**config.mk**
```make
export PLATFORM = sky130hd
export DESIGN_NAME = memory_bus_controller_flat
export DESIGN_NICKNAME = d
export VERILOG_FILES = /design/src/rtl/memory_bus_controller_pkg.sv /design/src/rtl/memory_bus_controller_if.sv /design/src/rtl/memory_bus_controller_uart_tx_handshake.sv /design/src/rtl/memory_bus_controller.sv /design/src/flat_wrapper.sv
export SDC_FILE = /design/constraint.sdc
export NUM_CORES = 1
export LEC_CHECK = 0
export CORE_MARGIN = 2
export CORE_UTILIZATION = 35
export DETAILED_ROUTE_END_ITERATION = 12
export PLACE_DENSITY = 0.81
export SYNTH_ARGS = -nofsm -noshare
export SYNTH_HDL_FRONTEND = slang
export SYNTH_SLANG_ARGS = --single-unit
```
**constraint.sdc**
```tcl
create_clock -name clk -period 2.3 [get_ports clk]
set_clock_uncertainty 0.2 [all_clocks]
set_input_delay 0.46 -clock clk [delete_from_list [all_inputs] [get_ports clk]]
set_output_delay 0.46 -clock clk [all_outputs]
set_load 0.005 [all_outputs]
```
**src/rtl/memory_bus_controller_pkg.sv**
```systemverilog
// Shared encodings and address map for the memory bus controller.
package memory_bus_controller_pkg;

    localparam logic [15:0] UART_DATA_ADDR = 16'hBF00;
    localparam logic [15:0] UART_STAT_ADDR = 16'hBF01;
    localparam logic [15:0] RAM_TOP        = 16'hBEFF;
    localparam logic [3:0]  IRQ_INDEX      = 4'd3;

    typedef enum logic [1:0] {
        MEM_IDLE  = 2'b00,
        MEM_READ  = 2'b01,
        MEM_WRITE = 2'b10,
        MEM_NONE  = 2'b11
    } mem_ctrl_e;

    typedef enum logic [1:0] {
        TX_IDLE,
        TX_STROBE,
        TX_WAIT_TBRE,
        TX_WAIT_TSRE
    } tx_state_e;

    typedef enum logic [1:0] {
        TGT_NONE,
        TGT_RAM,
        TGT_UART_DATA,
        TGT_UART_STAT
    } target_e;

    function automatic target_e decode_target(input logic [15:0] addr);
        target_e tgt;
        if (addr <= RAM_TOP)
            tgt = TGT_RAM;
        else if (addr == UART_DATA_ADDR)
            tgt = TGT_UART_DATA;
        else if (addr == UART_STAT_ADDR)
            tgt = TGT_UART_STAT;
        else
            tgt = TGT_NONE;
        return tgt;
    endfunction

endpackage

```
**src/rtl/memory_bus_controller_if.sv**
```systemverilog
// CPU-side data and instruction ports of the memory bus controller.
interface memory_bus_controller_if;
    logic [15:0] MeAaddr;
    logic [1:0]  MeMemControl;
    logic [15:0] MeMemResult;
    logic [15:0] AmemRead;
    logic [15:0] Baddr;
    logic [15:0] BmemRead;

    modport master (
        output MeAaddr, MeMemControl, MeMemResult, Baddr,
        input  AmemRead, BmemRead
    );

    modport slave (
        input  MeAaddr, MeMemControl, MeMemResult, Baddr,
        output AmemRead, BmemRead
    );
endinterface

```
**src/rtl/memory_bus_controller_uart_tx_handshake.sv**
```systemverilog
// UART transmit handshake: tracks a byte through tbre/tsre and flags writes that arrive while busy.
//  state         | meaning
//  TX_IDLE       | ready to accept a tx byte
//  TX_STROBE     | uart_wrn pulse just issued
//  TX_WAIT_TBRE  | waiting for transmit buffer to empty
//  TX_WAIT_TSRE  | waiting for shift register to empty
module uart_tx_handshake
    import memory_bus_controller_pkg::*;
(
    input  logic clk,
    input  logic rst,
    input  logic uart_tbre,
    input  logic uart_tsre,
    input  logic tx_write,
    input  logic status_read,
    output logic tx_ready,
    output logic tx_overrun
);

    tx_state_e  state, state_nx;
    logic [1:0] tbre_sync, tsre_sync;
    logic       tbre_s, tsre_s;

    assign tbre_s   = tbre_sync[1];
    assign tsre_s   = tsre_sync[1];
    assign tx_ready = (state == TX_IDLE);

    always_ff @(posedge clk) begin
        if (rst) begin
            tbre_sync <= 2'b00;
            tsre_sync <= 2'b00;
            state     <= TX_IDLE;
        end else begin
            tbre_sync <= {tbre_sync[0], uart_tbre};
            tsre_sync <= {tsre_sync[0], uart_tsre};
            state     <= state_nx;
        end
    end

    always_comb begin
        state_nx = state;
        case (state)
            TX_IDLE:      if (tx_write) state_nx = TX_STROBE;
            TX_STROBE:    state_nx = TX_WAIT_TBRE;
            TX_WAIT_TBRE: if (tbre_s) state_nx = TX_WAIT_TSRE;
            TX_WAIT_TSRE: if (tsre_s) state_nx = TX_IDLE;
            default:      state_nx = TX_IDLE;
        endcase
    end

    // A dropped write in the same cycle as a status read keeps the flag set.
    always_ff @(posedge clk) begin
        if (rst)
            tx_overrun <= 1'b0;
        else if (tx_write && !tx_ready)
            tx_overrun <= 1'b1;
        else if (status_read)
            tx_overrun <= 1'b0;
    end

endmodule

```
**src/rtl/memory_bus_controller.sv**
```systemverilog
// Decodes registered data-port requests onto data SRAM / UART, serves instructions from ram2,
// and pulses the hardware interrupt when the UART receives a byte.
module memory_bus_controller
    import memory_bus_controller_pkg::*;
(
    input  logic        clk,
    input  logic        rst,
    memory_bus_controller_if.slave bus,
    output logic [17:0] ram1_addr,
    output logic [15:0] ram1_dout,
    output logic        ram1_drive,
    input  logic [15:0] ram1_din,
    output logic        ram1_en_n,
    output logic        ram1_oe_n,
    output logic        ram1_we_n,
    output logic [17:0] ram2_addr,
    input  logic [15:0] ram2_din,
    output logic        ram2_en_n,
    output logic        ram2_oe_n,
    output logic        ram2_we_n,
    output logic        uart_rdn,
    output logic        uart_wrn,
    input  logic        uart_data_ready,
    input  logic        uart_tbre,
    input  logic        uart_tsre,
    output logic        irq_req,
    output logic [3:0]  irq_index
);

    logic [15:0] addr_q, wdata_q, amem_read, rd_data;
    mem_ctrl_e   ctrl_q;
    target_e     tgt;
    logic        is_read, is_write;
    logic        tx_write, status_read, tx_ready, tx_overrun;
    logic [2:0]  dr_sync;
    logic        rx_avail;

    always_ff @(posedge clk) begin
        if (rst) begin
            addr_q  <= 16'h0000;
            ctrl_q  <= MEM_IDLE;
            wdata_q <= 16'h0000;
        end else begin
            addr_q  <= bus.MeAaddr;
            ctrl_q  <= mem_ctrl_e'(bus.MeMemControl);
            wdata_q <= bus.MeMemResult;
        end
    end

    assign tgt      = decode_target(addr_q);
    assign is_read  = (ctrl_q == MEM_READ);
    assign is_write = (ctrl_q == MEM_WRITE);
    assign rx_avail = dr_sync[1];

    always_comb begin
        ram1_en_n   = 1'b1;
        ram1_oe_n   = 1'b1;
        ram1_we_n   = 1'b1;
        ram1_drive  = 1'b0;
        ram1_dout   = 16'h0000;
        uart_rdn    = 1'b1;
        uart_wrn    = 1'b1;
        tx_write    = 1'b0;
        status_read = 1'b0;
        rd_data     = 16'h0000;
        case (tgt)
            TGT_RAM: begin
                rd_data = ram1_din;
                if (is_read) begin
                    ram1_en_n = 1'b0;
                    ram1_oe_n = 1'b0;
                end else if (is_write) begin
                    ram1_en_n  = 1'b0;
                    ram1_we_n  = 1'b0;
                    ram1_drive = 1'b1;
                    ram1_dout  = wdata_q;
                end
            end
            TGT_UART_DATA: begin
                rd_data = {8'h00, ram1_din[7:0]};
                if (is_read)
                    uart_rdn = 1'b0;
                else if (is_write) begin
                    tx_write = 1'b1;
                    // A busy transmitter drops the byte; the handshake records the overrun.
                    if (tx_ready) begin
                        ram1_drive = 1'b1;
                        ram1_dout  = {8'h00, wdata_q[7:0]};
                        uart_wrn   = 1'b0;
                    end
                end
            end
            TGT_UART_STAT: begin
                rd_data     = {13'b0, tx_overrun, rx_avail, tx_ready};
                status_read = is_read;
            end
            default: rd_data = 16'h0000;
        endcase
    end

    always_ff @(posedge clk) begin
        if (rst)
            amem_read <= 16'h0000;
        else if (is_read)
            amem_read <= rd_data;
    end

    always_ff @(posedge clk) begin
        if (rst) begin
            dr_sync <= 3'b000;
            irq_req <= 1'b0;
        end else begin
            dr_sync <= {dr_sync[1:0], uart_data_ready};
            irq_req <= dr_sync[1] & ~dr_sync[2];
        end
    end

    uart_tx_handshake u_tx (
        .clk         (clk),
        .rst         (rst),
        .uart_tbre   (uart_tbre),
        .uart_tsre   (uart_tsre),
        .tx_write    (tx_write),
        .status_read (status_read),
        .tx_ready    (tx_ready),
        .tx_overrun  (tx_overrun)
    );

    assign bus.AmemRead = amem_read;
    assign bus.BmemRead = ram2_din;
    assign ram1_addr    = {2'b00, addr_q};
    assign ram2_addr    = {2'b00, bus.Baddr};
    assign ram2_en_n    = 1'b0;
    assign ram2_oe_n    = 1'b0;
    assign ram2_we_n    = 1'b1;
    assign irq_index    = IRQ_INDEX;

endmodule

```
**src/flat_wrapper.sv**
```systemverilog
// flat-port wrapper written by rule: the top's interface ports become plain ports
module memory_bus_controller_flat import memory_bus_controller_pkg::*;
  (clk, rst, ram1_addr, ram1_dout, ram1_drive, ram1_din, ram1_en_n, ram1_oe_n, ram1_we_n, ram2_addr, ram2_din, ram2_en_n, ram2_oe_n, ram2_we_n, uart_rdn, uart_wrn, uart_data_ready, uart_tbre, uart_tsre, irq_req, irq_index, bus_MeAaddr, bus_MeMemControl, bus_MeMemResult, bus_Baddr, bus_AmemRead, bus_BmemRead);
  memory_bus_controller_if bus_i ();
  input  logic clk;
  input  logic rst;
  output logic [17:0] ram1_addr;
  output logic [15:0] ram1_dout;
  output logic ram1_drive;
  input  logic [15:0] ram1_din;
  output logic ram1_en_n;
  output logic ram1_oe_n;
  output logic ram1_we_n;
  output logic [17:0] ram2_addr;
  input  logic [15:0] ram2_din;
  output logic ram2_en_n;
  output logic ram2_oe_n;
  output logic ram2_we_n;
  output logic uart_rdn;
  output logic uart_wrn;
  input  logic uart_data_ready;
  input  logic uart_tbre;
  input  logic uart_tsre;
  output logic irq_req;
  output logic [3:0] irq_index;
  input wire logic [$bits(bus_i.MeAaddr)-1:0] bus_MeAaddr;
  input wire logic [$bits(bus_i.MeMemControl)-1:0] bus_MeMemControl;
  input wire logic [$bits(bus_i.MeMemResult)-1:0] bus_MeMemResult;
  input wire logic [$bits(bus_i.Baddr)-1:0] bus_Baddr;
  output wire logic [$bits(bus_i.AmemRead)-1:0] bus_AmemRead;
  output wire logic [$bits(bus_i.BmemRead)-1:0] bus_BmemRead;
  assign bus_i.MeAaddr = bus_MeAaddr;
  assign bus_i.MeMemControl = bus_MeMemControl;
  assign bus_i.MeMemResult = bus_MeMemResult;
  assign bus_i.Baddr = bus_Baddr;
  assign bus_AmemRead = bus_i.AmemRead;
  assign bus_BmemRead = bus_i.BmemRead;
  memory_bus_controller u_core (.clk(clk), .rst(rst), .bus(bus_i), .ram1_addr(ram1_addr), .ram1_dout(ram1_dout), .ram1_drive(ram1_drive), .ram1_din(ram1_din), .ram1_en_n(ram1_en_n), .ram1_oe_n(ram1_oe_n), .ram1_we_n(ram1_we_n), .ram2_addr(ram2_addr), .ram2_din(ram2_din), .ram2_en_n(ram2_en_n), .ram2_oe_n(ram2_oe_n), .ram2_we_n(ram2_we_n), .uart_rdn(uart_rdn), .uart_wrn(uart_wrn), .uart_data_ready(uart_data_ready), .uart_tbre(uart_tbre), .uart_tsre(uart_tsre), .irq_req(irq_req), .irq_index(irq_index));
endmodule
```
# Yosys cells after proc, flatten, opt, wreduce, memory -nomap -nowiden
# Cells that the tools add are included.
# W data, S select, Z words.
totals:
  register_bits: 61
  latch_bits: 0
  ram_bits: 0
  mem_bits_ro: 0
  out_inout_bits: 98
  elab_cells: 67
  mem_count: 0
op_classes:
  n_addsub: 0
  multipliers: 0
  n_div: 0
  n_lt_le_gt_ge: 1
  eq_ne: 13
  shifts: 0
  n_mux: 36
  bitwise: 2
  reduce_logical: 5
ops:
  columns: ["cell", "count"]
  rows:
  - ["$mux W16", 4]
  - ["$pmux W16 S3", 1]
  - ["$eq A16 B16 Y1 const B", 2]
  - ["$pmux W16 S2", 1]
  - ["$mux W1", 21]
  - ["$le A16 B16 Y1 const B", 1]
  - ["$mux W2", 6]
  - ["$eq A2 B2 Y1 const B", 5]
  - ["$mux W8", 1]
  - ["$pmux W2 S4", 1]
  - ["$eq A2 B1 Y1 const B", 3]
  - ["$ne A2 B2 Y1 const B", 3]
  - ["$reduce_and A3 Y1", 1]
  - ["$logic_not A2 Y1", 1]
  - ["$pmux W1 S2", 1]
  - ["$reduce_bool A2 Y1", 1]
  - ["$and A1 B1 Y1", 1]
  - ["$logic_and A1 B1 Y1", 1]
  - ["$logic_not A1 Y1", 1]
  - ["$not A1 Y1", 1]

# Depth between registers and ports, before layout
# Gate-level depths: netlist of the first run.
logic_depth:
  word_depth: 8
  mapped_depth: 6
  depth_no_buf: 6

# Hierarchy
# From an unflattened synthesis of the first run, not the netlist that was laid out.
hier_totals:
  cells_unflattened: 285
  hier_area_um2: 2693.8
by_module_without_submodules:
  columns: ["mod", "instances", "cells_each", "area_per_inst_um2", "seq_area_each_um2"]
  rows:
  - ["memory_bus_controller", 1, 255, 2374.8, 1081.0]
  - ["uart_tx_handshake", 1, 30, 319.1, 140.1]

# Worst setup path before layout of the first run
# Ideal clock, no wire load.
synth_path:
  path_kind: "reg-to-output"
  startpoint: "reg u_core.addr_q[15]"
  endpoint: "out ram1_dout[0]"
  arrival_ns: 1.340
  required_time_ns: 1.640
  setup_slack_ns: 0.300
  stages_incl_launch_ff: 7
  path_buffers: 2
  cell_sequence: "dfxtp_1 -> buf_6 -> and4b_1 -> and4_4 -> buf_6 -> nand4b_4 -> a21boi_1"
synth_via:
  elab_chain_cells: 6
  elab_cells_between_ends: 9
synth_rtl:
  columns: ["element", "line_no", "source"]
  rows:
  - ["start: declaration", "memory_bus_controller.sv:30", "logic [15:0] addr_q, wdata_q, amem_read, rd_data;"]
  - ["start signal: assignment", "memory_bus_controller.sv:44", "addr_q <= bus.MeAaddr;"]
  - ["branches (longest 3 deep; another with $le A16 B16 Y1)", null, null]
  - ["$mux W2 *", "memory_bus_controller_pkg.sv:32", "if (addr <= RAM_TOP)"]
  - ["$eq A2 B2 Y1 / $eq A2 B1 Y1 (equally long branches)", "memory_bus_controller.sv:66", "case (tgt)"]
  - ["$pmux W16 S2 *", "memory_bus_controller.sv:66", null]
  - ["end: declaration", "flat_wrapper.sv:8", "output logic [15:0] ram1_dout;"]
# Mark *: on every way between the ends.

# Worst setup path after layout of the first run
layout_path:
  startpoint: "reg u_core.addr_q[8]"
  endpoint: "out ram1_dout[1]"
# The elaborated chain is that of the path after synthesis.

==> results of run 1 <==
area by class of cell:
cell class | count | area (sq um)
fill | 635 | 3110
timing repair buffer | 150 | 1360
sequential | 61 | 1230
multi-input combinational | 141 | 1150
clock buffer | 10 | 138
tap | 99 | 124
clock inverter | 6 | 110
inverter | 8 | 30.0
power by group:
group / internal [uW] / leakage (uW) / switching (uW) / total (uW)
Sequential: 1120 / 0.000506 / 32.9 / 1150
Combinational: 298 / 0.00115 / 192 / 490
Clock: 747 / 0.000119 / 417 / 1160
metrics by stage:
| stage | setup WS, ns | total power [uW] | cells |
|---|---|---|---|
| floorplan | 0.300 | 1410 | 262 |
| global placement | -0.184 | 1600 | 447 |
| detailed placement | -0.245 | 1620 | 447 |
| CTS | -0.220 | 2820 | 471 |
| global route | -0.327 | 2930 | 475 |
| finish | -0.245 | 2800 | 475 |
state kept, by name, summed over array words and instances (netlist names):
signal,count
u_core.u_tx.tx_overrun,1
u_core.dr_sync,3
u_core.ctrl_q,2
u_core.u_tx.tbre_sync,2
u_core.addr_q,16
u_core.u_tx.state,2
u_core.wdata_q,16
u_core.bus.AmemRead,16
u_core.irq_req,1
u_core.u_tx.tsre_sync,2
cell families after synthesis:
group	after synthesis	synth area share [%]
flops	61	46.6
other cells	2	0.287
compound gates	40	14.3
buf+inv	61	15.5
fa+ha+maj	6	2.87
simple gates	83	20.4
metal layers:
layer,vias up,track usage [%]
met5,-,0
met2,97,27.7
met4,0,8.85
met3,14,5.68
met1,971,16.2
li1,1038,-
what timing repair did:
item,CTS,global route
hold endpoints to repair,0,0
buffers inserted,7,6
gates cloned,1,0
endpoints found under the setup margin,22,22
resized for setup,94,39
pin swaps,20,16
worst max path at each step:
stage	start	end	slack, ns	cells past startpoint
after floorplan	u_core.addr_q[15]	ram1_dout[0]	0.30	6
after global placement	u_core.addr_q[13]	ram1_dout[7]	-0.18	5
after detailed placement	u_core.addr_q[13]	ram1_dout[3]	-0.24	5
after CTS	u_core.addr_q[6]	ram1_dout[0]	-0.22	6
after global routing	u_core.addr_q[5]	ram1_dout[1]	-0.33	6
final	u_core.addr_q[8]	ram1_dout[1]	-0.25	6
cells in the mapped netlist, types with 2 or more instances:
master	instances	area share, %
and4_4	2	0.86
a21boi_1	8	2.3
nor2_1	3	0.43
buf_6	2	0.86
nor2b_1	44	11
inv_1	8	1.1
o211ai_1	3	0.86
a211oi_1	3	0.86
nand2b_1	2	0.48
nand2_1	13	1.9
nand4_1	3	0.72
a21o_1	3	0.86
and2_1	8	1.9
conb_1	2	0.29
ha_1	6	2.9
buf_4	43	12
nor3_1	2	0.38
dfxtp_1	61	47
a32o_1	5	1.9
clkbuf_1	7	1.0
a22o_1	8	2.7
==> flow_summary.ini, run 1 <==
[place]
dp_hpwl_mm = 4.53
portBuffers = 109
gp_congestion = 0.746
place_area_sq_um = 3710

[yosys]
synthCells = 253
synth.distinct_cells = 38
synth_ff_type = dfxtp_1
yosys_warnings = 0
syn_avg_cell_area_sq_um = 10.4
synth_edf_count = 0
yosysSeqAreaShare_pct = 46.6
ys_ff_latch = 61
synthArstFlopShare_pct = 0
synth_area_sq_um = 2620

[setup_path]
start_kind = register
crit_chain = and4_4 -> a31o_4 -> a211o_4 -> buf_4 -> a21boi_2 -> buf_2
r2r_cells = 6
rr_endpoint = u_core.u_tx.state[0]
worst-setup-path-type = reg -> out
crit_path_max_fanout = 6
worstPathArrival_ns = 1.89
path_buf_inv = 2
required_ns = 1.64
r2r_setup_slack_ns = 0.25
slowest_delay_ns = 0.37
crit_slowest_cell = a211o_4
cpLargestDelayFamily = compound AO/OA/AOI/OAI gates
worstReg2RegStart = u_core.u_tx.state[0]
endpoint_kind = primary output

[routing]
drtPass1Iterations = 4
drc = 0
num_vias = 2120
via_per_inst = 4.46
met1_length_mm = 2.58
top_layer = met4
antenna_left = 0
drt_iter0_markers = 29
wl_met2_mm = 3.28
routed_wl_mm = 6.48
met3_length_um = 491
wl_per_cell_um = 13.6

[timing]
tns_ns = -2.31
setup_ws_ns = -0.245
maxSlewViolCount = 0
min_period_over_period_pct = 111
timing.fmax_ghz = 0.393
relSlewSlack_pct = 58.7
fin_crit_ns = 2.55
worstMarginPinSlew_ns = 0.617
rsz0062_at_grt = yes
finalSetupViolations = 19
whs_ns = 0.182
hold_viol = 0

[floorplan]
fp.dieArea_sq_um = 8190
die_h_um = 90.5
core_area_sq_um = 7250
start_util_pct = 36.1
rows = 31
boundaryPins = 185
dieWidth_um = 90.5

[run_status]
violations = negative setup slack
status = finished, violations left

[global_routing]
grt.total_usage_pct = 15.8
grt_pass1_wl_mm = 10.2
grt_max_degree = 38
grt_pass1_vias = 2127
overflow = 0
antenna_found_initial = 0

[final_layout]
syn_to_final_growth_pct = 58.2
fin_area_sq_um = 4140
utilization_pct = 57.1
mostFrequentLayoutCell = clkdlybuf4s50_1
nNetsFinal = 464
n_antenna_cell = 0
final_cell_mix = 86 x clkdlybuf4s50_1, 54 x dfxtp_1, 43 x nor2b_1
final_layout_size_suffix_gt1_share_pct = 31.9

[cts]
cts_buffer_depth = 2
insertion_delay_ns = 0.33
clk_pin_slew_ns = 0.07
cts_hold_buf = 0
cts-root-buf = clkbuf_8
numCtsBuffers = 9
cts.sinks = 61
cts-htree-levels = 3
tritoncts = done

[pwr]
p_per_area_nw_per_um2 = 677
power_leakage_uw = 0.00178
ir_drop_v = 0.000377

[hold_path]
holdPathStages = 1
holdCritPathClass = reg -> reg
holdPathEnd = u_core.irq_req
hold_start = u_core.dr_sync[2]

[run]
maxCapViolCount = 0
Note: power is estimated with default switching activity, not from simulation.
==> run 2, diff against run 1 <==
- ABC_CLOCK_PERIOD_IN_PS: unset -> 2300
==> results of run 2 <==
Same layout as run 1: the final DEF is identical, and so are final timing and power.
==> run 3, diff against run 2 <==
- PLACE_DENSITY: 0.81 -> 0.89
==> flow_summary.ini, run 3 (synthesis gave the netlist of run 1 again) <==
[cts]
cts-root-buf = clkbuf_8
cts_buffer_depth = 2
clk_pin_slew_ns = 0.07
tritoncts = done
cts-htree-levels = 3
numCtsBuffers = 9
insertion_delay_ns = 0.34
cts.sinks = 61
cts_hold_buf = 0

[timing]
hold_viol = 0
rsz0062_at_grt = yes
timing.fmax_ghz = 0.396
setup_ws_ns = -0.222
finalSetupViolations = 19
whs_ns = 0.181
worstMarginPinSlew_ns = 0.578
relSlewSlack_pct = 61.4
tns_ns = -2.41
fin_crit_ns = 2.52
min_period_over_period_pct = 110
maxSlewViolCount = 0

[final_layout]
mostFrequentLayoutCell = clkdlybuf4s50_1
n_antenna_cell = 0
syn_to_final_growth_pct = 55.4
nNetsFinal = 463
fin_area_sq_um = 4070
final_cell_mix = 86 x clkdlybuf4s50_1, 56 x dfxtp_1, 43 x nor2b_1
fin_cells = 474
final_layout_size_suffix_gt1_share_pct = 30.4

[routing]
drt_iter0_markers = 59
drc = 0
routed_wl_mm = 6.67
drtPass1Iterations = 4
num_vias = 2124
via_per_inst = 4.48
wl_per_cell_um = 14.1
antenna_left = 0

[run_status]
violations = negative setup slack
status = finished, violations left

[setup_path]
endpoint_kind = primary output
required_ns = 1.64
start_kind = register
worst-setup-path-type = reg -> out
worstPathArrival_ns = 1.86
crit_path_max_fanout = 4

[global_routing]
grt.total_usage_pct = 16.6
grt_max_degree = 47
overflow = 0
antenna_found_initial = 0
grt_pass1_wl_mm = 10.6
grt_pass1_vias = 2210

[floorplan]
rows = 31
fp.dieArea_sq_um = 8190
die_h_um = 90.5
start_util_pct = 36.1
boundaryPins = 185
core_area_sq_um = 7250
dieWidth_um = 90.5

[run]
maxCapViolCount = 0

[pwr]
power_uw = 2470
power_leakage_uw = 0.00174
p_per_area_nw_per_um2 = 606
ir_drop_v = 0.000309

[place]
gp_congestion = 0.823
portBuffers = 109
dp_hpwl_mm = 4.86
place_inst = 444
place_area_sq_um = 3690

[hold_path]
holdCritPathClass = reg -> reg
-- run 3: per-layer routing --
metal / global-route usage, % / part of all wire (%) / wire, um
met3: 7.01 / 7.8 / 522
met4: 8.08 / 3.1 / 204
met5: 0 / 0 / 0
met1: 16.6 / 37 / 2470
met2: 29.4 / 52 / 3470
-- run 3: critical path, stage by stage (launching register included) --
cell,delay [ns]
dfxtp_2,0.33
nor4_4,0.33
and4_4,0.32
buf_12,0.11
nand4b_4,0.14
a21boi_2,0.16
buf_2,0.12
-- run 3: power breakdown --
part,internal [uW],switching (uW),total [uW]
clock network,393,436,829
logic,294,196,490
registers,1120,31.9,1150
total,1800,664,2470
-- run 3: per-stage QoR --
step	setup WS (ns)	utilization, %
finish	-0.222	56.1
floorplan	0.300	-
global placement	-0.175	50.9
detailed placement	-0.238	50.9
global route	-0.313	56.1
CTS	-0.247	55.2
-- run 3: what timing repair did --
action | CTS | global route
resized for setup | 115 | 12
endpoints found under the setup margin | 22 | 21
pin swaps | 25 | 12
setup buffers | 9 | 5
cloned | 1 | 0
-- run 3: area by class of cell --
class	count	area, sq um
clock inverter	7	51.3
timing repair buffer	149	1370
clock buffer	9	124
fill	636	3180
multi-input combinational	141	1140
tap	99	124
sequential	61	1230
inverter	8	32.5
-- run 3: worst paths after layout --
check,start,endpoint,slack (ns),cells after the start
worst min-delay path,u_core.dr_sync[2],u_core.irq_req,0.18,1
worst max register to register,u_core.u_tx.state[0],u_core.u_tx.state[0],0.23,6
worst min register to register,u_core.dr_sync[2],u_core.irq_req,0.18,1
worst max-delay path,u_core.addr_q[5],ram1_dout[5],-0.22,6
